## src/rtl/flash_cmd_seq.sv

```systemverilog
// SPI-flash slave command sequencer.
// Decodes the opcode byte, assembles the address, skips the fast-read dummy
// byte and issues one-cycle array read/write and status strobes. It also owns
// the write-enable latch.
//
// Handshake: a byte is accepted only on an sck edge where data_in_valid=1 and
// cs_n=0. Every strobe is a one-cycle pulse that rises on the edge accepting
// its byte. mem_addr and mem_wdata hold their value between strobes.
// cs_n=1 always wins over data_in_valid.
module flash_cmd_seq #(
  parameter int ADDR_BYTES = 3,
  parameter int PAGE_BITS  = 8,
  parameter int AW         = 8 * ADDR_BYTES
) (
  input  logic          sck,
  input  logic          rst,
  input  logic          cs_n,
  input  logic [7:0]    data_byte_in,
  input  logic          data_in_valid,
  output logic [7:0]    cmd,
  output logic [AW-1:0] mem_addr,
  output logic          mem_rd_en,
  output logic          mem_wr_en,
  output logic [7:0]    mem_wdata,
  output logic          status_rd,
  output logic          wel,
  output logic          busy,
  output logic [2:0]    dbg_state
);

  localparam int CW = $clog2(ADDR_BYTES + 1);

  localparam logic [7:0] OP_READ  = 8'h03;
  localparam logic [7:0] OP_FREAD = 8'h0B;
  localparam logic [7:0] OP_PP    = 8'h02;
  localparam logic [7:0] OP_WREN  = 8'h06;
  localparam logic [7:0] OP_WRDI  = 8'h04;
  localparam logic [7:0] OP_RDSR  = 8'h05;

  typedef enum logic [2:0] {
    S_IDLE    = 3'd0,
    S_ADDR    = 3'd1,
    S_DUMMY   = 3'd2,
    S_RD_DATA = 3'd3,
    S_WR_DATA = 3'd4,
    S_STAT    = 3'd5,
    S_IGNORE  = 3'd6
  } state_t;

  state_t        state_q, state_d;
  logic [7:0]    cmd_q, cmd_d;
  logic [AW-1:0] mem_addr_q, mem_addr_d;
  logic [AW-1:0] addr_q, addr_d;        // assembly register, then write pointer
  logic [CW-1:0] cnt_q, cnt_d;          // address bytes received
  logic          rd_en_q, rd_en_d;
  logic          wr_en_q, wr_en_d;
  logic [7:0]    wdata_q, wdata_d;
  logic          stat_q, stat_d;
  logic          wel_q, wel_d;
  logic          busy_q, busy_d;
  logic          wrote_q, wrote_d;      // at least one byte programmed this transaction

  logic [AW-1:0]        addr_asm;
  logic [PAGE_BITS-1:0] page_lo_nxt;

  assign addr_asm    = (addr_q << 8) | AW'(data_byte_in);
  assign page_lo_nxt = addr_q[PAGE_BITS-1:0] + PAGE_BITS'(1);

  // Next-state and registered-output computation for the sequencer.
  always_comb begin
    state_d    = state_q;
    cmd_d      = cmd_q;
    mem_addr_d = mem_addr_q;
    addr_d     = addr_q;
    cnt_d      = cnt_q;
    rd_en_d    = 1'b0;
    wr_en_d    = 1'b0;
    wdata_d    = wdata_q;
    stat_d     = 1'b0;
    wel_d      = wel_q;
    wrote_d    = wrote_q;

    if (cs_n) begin
      // End of transaction: any byte arriving on this edge is dropped.
      state_d = S_IDLE;
      cnt_d   = '0;
      wrote_d = 1'b0;
      if (state_q == S_WR_DATA && wrote_q) wel_d = 1'b0;
    end else if (data_in_valid) begin
      unique case (state_q)
        S_IDLE: begin
          cmd_d  = data_byte_in;
          cnt_d  = '0;
          addr_d = '0;
          case (data_byte_in)
            OP_READ, OP_FREAD: state_d = S_ADDR;
            OP_PP:             state_d = wel_q ? S_ADDR : S_IGNORE;
            OP_WREN: begin
              wel_d   = 1'b1;
              state_d = S_IGNORE;
            end
            OP_WRDI: begin
              wel_d   = 1'b0;
              state_d = S_IGNORE;
            end
            OP_RDSR: begin
              stat_d  = 1'b1;
              state_d = S_STAT;
            end
            default: state_d = S_IGNORE;
          endcase
        end
        S_ADDR: begin
          addr_d = addr_asm;
          cnt_d  = cnt_q + CW'(1);
          if (cnt_q == CW'(ADDR_BYTES - 1)) begin
            case (cmd_q)
              OP_READ: begin
                state_d    = S_RD_DATA;
                mem_addr_d = addr_asm;
                rd_en_d    = 1'b1;
              end
              OP_FREAD: state_d = S_DUMMY;
              default:  state_d = S_WR_DATA;
            endcase
          end
        end
        S_DUMMY: begin
          state_d    = S_RD_DATA;
          mem_addr_d = addr_q;
          rd_en_d    = 1'b1;
        end
        S_RD_DATA: begin
          mem_addr_d = mem_addr_q + AW'(1);
          rd_en_d    = 1'b1;
        end
        S_WR_DATA: begin
          // Present the current address, then advance within the page only.
          mem_addr_d = addr_q;
          wdata_d    = data_byte_in;
          wr_en_d    = 1'b1;
          wrote_d    = 1'b1;
          addr_d     = {addr_q[AW-1:PAGE_BITS], page_lo_nxt};
        end
        S_STAT:   stat_d = 1'b1;
        S_IGNORE: state_d = S_IGNORE;
        default:  state_d = S_IDLE;
      endcase
    end

    busy_d = (state_d != S_IDLE);
  end

  // State and output registers with asynchronous reset.
  always_ff @(posedge sck or posedge rst) begin
    if (rst) begin
      state_q    <= S_IDLE;
      cmd_q      <= '0;
      mem_addr_q <= '0;
      addr_q     <= '0;
      cnt_q      <= '0;
      rd_en_q    <= 1'b0;
      wr_en_q    <= 1'b0;
      wdata_q    <= '0;
      stat_q     <= 1'b0;
      wel_q      <= 1'b0;
      busy_q     <= 1'b0;
      wrote_q    <= 1'b0;
    end else begin
      state_q    <= state_d;
      cmd_q      <= cmd_d;
      mem_addr_q <= mem_addr_d;
      addr_q     <= addr_d;
      cnt_q      <= cnt_d;
      rd_en_q    <= rd_en_d;
      wr_en_q    <= wr_en_d;
      wdata_q    <= wdata_d;
      stat_q     <= stat_d;
      wel_q      <= wel_d;
      busy_q     <= busy_d;
      wrote_q    <= wrote_d;
    end
  end

  assign cmd       = cmd_q;
  assign mem_addr  = mem_addr_q;
  assign mem_rd_en = rd_en_q;
  assign mem_wr_en = wr_en_q;
  assign mem_wdata = wdata_q;
  assign status_rd = stat_q;
  assign wel       = wel_q;
  assign busy      = busy_q;
  assign dbg_state = state_q;

endmodule

```

## config.mk

```make
export PLATFORM = sky130hd
export DESIGN_NAME = flash_cmd_seq
export DESIGN_NICKNAME = d
export VERILOG_FILES = /design/src/rtl/flash_cmd_seq.sv
export SDC_FILE = /design/constraint.sdc
export NUM_CORES = 1
export LEC_CHECK = 0
export ABC_AREA = 1
export ABC_CLOCK_PERIOD_IN_PS = 2200
export BUFFER_PORTS_ARGS = -buffer_cell sky130_fd_sc_hd__buf_2
export CAP_MARGIN = 5
export CORE_MARGIN = 10
export CORE_UTILIZATION = 52
export DETAILED_ROUTE_END_ITERATION = 8
export PLACE_DENSITY = 0.85
export SETUP_SLACK_MARGIN = 0.15
export SYNTH_ARGS = -nofsm -noshare
export SYNTH_HDL_FRONTEND = slang
export SYNTH_SLANG_ARGS = --single-unit
```

## constraint.sdc

```tcl
create_clock -name sck -period 2.2 [get_ports sck]
set_input_delay 0.33 -clock sck [delete_from_list [all_inputs] [get_ports sck]]
set_output_delay 0.33 -clock sck [all_outputs]
set_load 0.03 [all_outputs]
```

==> run_results.csv <==
group,metric,value,unit
synth,synth.largest_area_cell,"dfrtp_1",
sta,min_period,1.85,ns
clocking,cts_buffer_depth,2,
detailed_routing,drcViolationCount,0,
worst_setup_path,worstPathRequired,2.47,ns
min_path,hold_class,"input port to register",
global_routing,grt_util_met3,4.83,%
cells_and_area,final_nets,676,
synth,yosys_register_bits,75,
synth,synthXorXnorAreaFrac,0,%
die,die_h,112,µm
synth,ys_warn_count,0,
synth,syn_area_per_cell,7.31,µm²
clocking,path_clk_slew,0.08,ns
synth,synth_compound_area_share,15.8,%
place,place_area,4750,µm²
clocking,cts_tree,"built",
pwr,powerDensity,1100,nW/µm²
clocking,cts_setup_buffers,0,
worst_setup_path,critPathSlowestCell,"dfrtp_1",
worst_setup_path,path_delay_family,"buffers and inverters",
cells_and_area,design_area,4960,µm²
sta,worstMarginPinSlew,0.585,ns
clocking,cts_root_buf,"clkbuf_8",
sta,setup_violations,0,
global_routing,grt_overflow,0,
worst_setup_path,max_stage_delay,0.48,ns
sta,rsz0062_at_grt,"false",
global_routing,grt_pass1_vias,4312,
global_routing,grt_pass1_wl,21200,µm
detailed_routing,viasPerCell,5.69,
clocking,numCtsBuffers,9,
cells_and_area,layout_common_cells,"nand2_1, nor2_1, inv_1",
run,drv_cap,0,
detailed_routing,num_vias,4388,
global_routing,grt-busiest-layer,"met2",
worst_setup_path,cp-start-kind,"register",
synth,yosysUniqueCellTypes,34,
cells_and_area,antenna_cells,0,
sta,fmax,541,MHz
place,placed_cells,754,
cells_and_area,area_delta_synth_final,13.2,%
worst_setup_path,critPathCaptureType,"register",
synth,synthTopCellsByArea,"dfrtp_1, nand2_1, inv_1, nor2_1, o21ai_0",
die,row_count,33,
worst_setup_path,worst-path-max-fanout,22,
die,io_pins,60,
sta,slew_headroom,60.9,%
global_routing,grtUsageMet2,33.1,%
die,die_x,112,µm
detailed_routing,ant_nets,0,
synth,synth_top_family_by_area,"simple AND/OR/NAND/NOR gates",
synth,synth-simple-area-share,30.4,%
sta,hold_viol_final,0,
pwr,vdd_ir_drop_max,560,µV
global_routing,antenna_found_initial,0,
place,port_buffers,59,
cells_and_area,fin_cells,771,
worst_setup_path,path_buf_inv,2,
worst_setup_path,cp.arrival,2.12,ns
detailed_routing,routed_wl,12600,µm
worst_setup_path,worstPathCellList,"buf_4, nand3_2, inv_2, nand3_1, o21ai_0, a21oi_1, o21ai_1",
synth,syn_inst,600,
sta,slew_viol_final,0,
die,initial_utilization,53.4,%
global_routing,grt_usage,19.8,%
place,hpwl,9280,µm
place,gp_congestion,0.940,
sta,timing.final.crit_share,84.0,%
die,coreArea,8220,µm²
synth,seq_area_frac_synth,42.8,%
cells_and_area,drive_gt1_share,17.0,%
synth,synthMuxAreaShare,0,%
detailed_routing,wire_per_inst,16.4,µm
global_routing,grt_max_degree,47,
clocking,h-tree-depth,3,
pwr,p_leak,2.44,nW
clocking,clk_latency,0.35,ns
sta,fin_skew,0.0147,ns
synth,yosys.area_share.adder,0.856,%
sta,hold_ws,0.262,ns
sta,tns,0,ns
run_status,outcome,"finished, final reports clean",
synth,synth_top_area_share,42.8,%
synth,syn_area,4380,µm²
detailed_routing,dr.pass1.iters,6,
clocking,clock-sinks,75,
worst_setup_path,worstSetupPathType,"register to register",
cells_and_area,layout_commonest_cell,"nand2_1",
global_routing,use_met1,25.0,%
detailed_routing,drt_iter0_drc,535,
die,die_area,12500,µm²
synth,syn_nets,615,
## timing repair
| item | CTS | global route |
|---|---|---|
| hold buffers | 1 | 0 |
| endpoints found under the setup margin | 0 | 14 |
| hold endpoints to repair | 13 | 0 |
| resized for setup | 0 | 4 |
## cells by family (layout without fill, tap and decap cells)
family	count (synthesis)	count (layout)
buffers and inverters	99	165
adder cells (fa/ha/maj)	3	3
AO/OA/AOI/OAI	122	122
AND/OR/NAND/NOR	301	301
flip-flops	75	75
## sequential cells by signal, summed over array words and instances, names as in the netlist, 2 cells and up
name	flops
cnt_q	2
mem_wdata	8
mem_addr	24
dbg_state	3
addr_q	24
cmd	8
## final timing paths
check / depth (start not counted) / startpoint / to / slack [ns]
min in group asynchronous: 3 / rst / mem_addr[20]$_DFFE_PP0P_ / 0.50
min: 3 / data_byte_in[4] / cmd[4]$_DFFE_PP0P_ / 0.26
max: 7 / dbg_state[0]$_DFF_PP0_ / mem_addr[2]$_DFFE_PP0P_ / 0.35
max in group asynchronous: 4 / rst / dbg_state[1]$_DFF_PP0_ / 1.13
max reg2reg: 7 / dbg_state[0]$_DFF_PP0_ / mem_addr[2]$_DFFE_PP0P_ / 0.35
min reg2reg: 2 / mem_wdata[2]$_DFFE_PP0P_ / mem_wdata[2]$_DFFE_PP0P_ / 0.49
## cell usage after synthesis (all sizes together)
| cell | number |
|---|---|
| a21oi | 23 |
| a22oi | 8 |
| a32oi | 1 |
| buf | 16 |
| clkbuf | 1 |
| dfrtp | 75 |
| ha | 3 |
| inv | 82 |
| nand2 | 154 |
| nand3 | 49 |
| nand4 | 9 |
| nor2 | 83 |
| nor3 | 3 |
| o211ai | 2 |
| o21ai | 63 |
| o21bai | 1 |
| o221ai | 2 |
| o22ai | 21 |
| o31ai | 1 |
| or2 | 3 |
## stage by stage
step           power [W]  util [%]  worst slack [ns]
6_report         0.00547      60.4             0.353
5_1_grt          0.00580      60.4             0.181
4_1_cts          0.00547      60.3             0.217
3_5_place_dp     0.00440      57.8             0.243
3_3_place_gp     0.00434      57.8             0.319
2_1_floorplan    0.00369         -             0.556
## worst reg2reg max path, stage by stage, from the launching register on
cell,delay (ns)
dfrtp_1,0.48
buf_4,0.21
nand3_2,0.20
inv_2,0.39
nand3_1,0.16
o21ai_0,0.14
a21oi_1,0.08
o21ai_1,0.13
## final cells by class
type	count	area, µm²
Inverter	82	327
Clock buffer	11	141
Tap cell	105	131
Fill cell	720	3250
Timing Repair Buffer	67	370
Sequential cell	75	1880
Multi-Input combinational cell	426	2060
Clock inverter	5	52.6
## routing by layer
| metal | vias to the layer above | share of wire (%) |
|---|---|---|
| li1 | 2079 | - |
| met1 | 2067 | 41 |
| met2 | 224 | 49 |
| met3 | 18 | 9.1 |
| met4 | 0 | 1.6 |
| met5 | - | 0 |
## report_power, final
part	total [W]	switching, W	internal (W)
Clock	0.00108	0.000526	0.000550
Sequential	0.00220	0.000439	0.00176
Combinational	0.00220	0.00156	0.000636
Total	0.00547	0.00253	0.00294
Power figures use the tool's default switching activity.
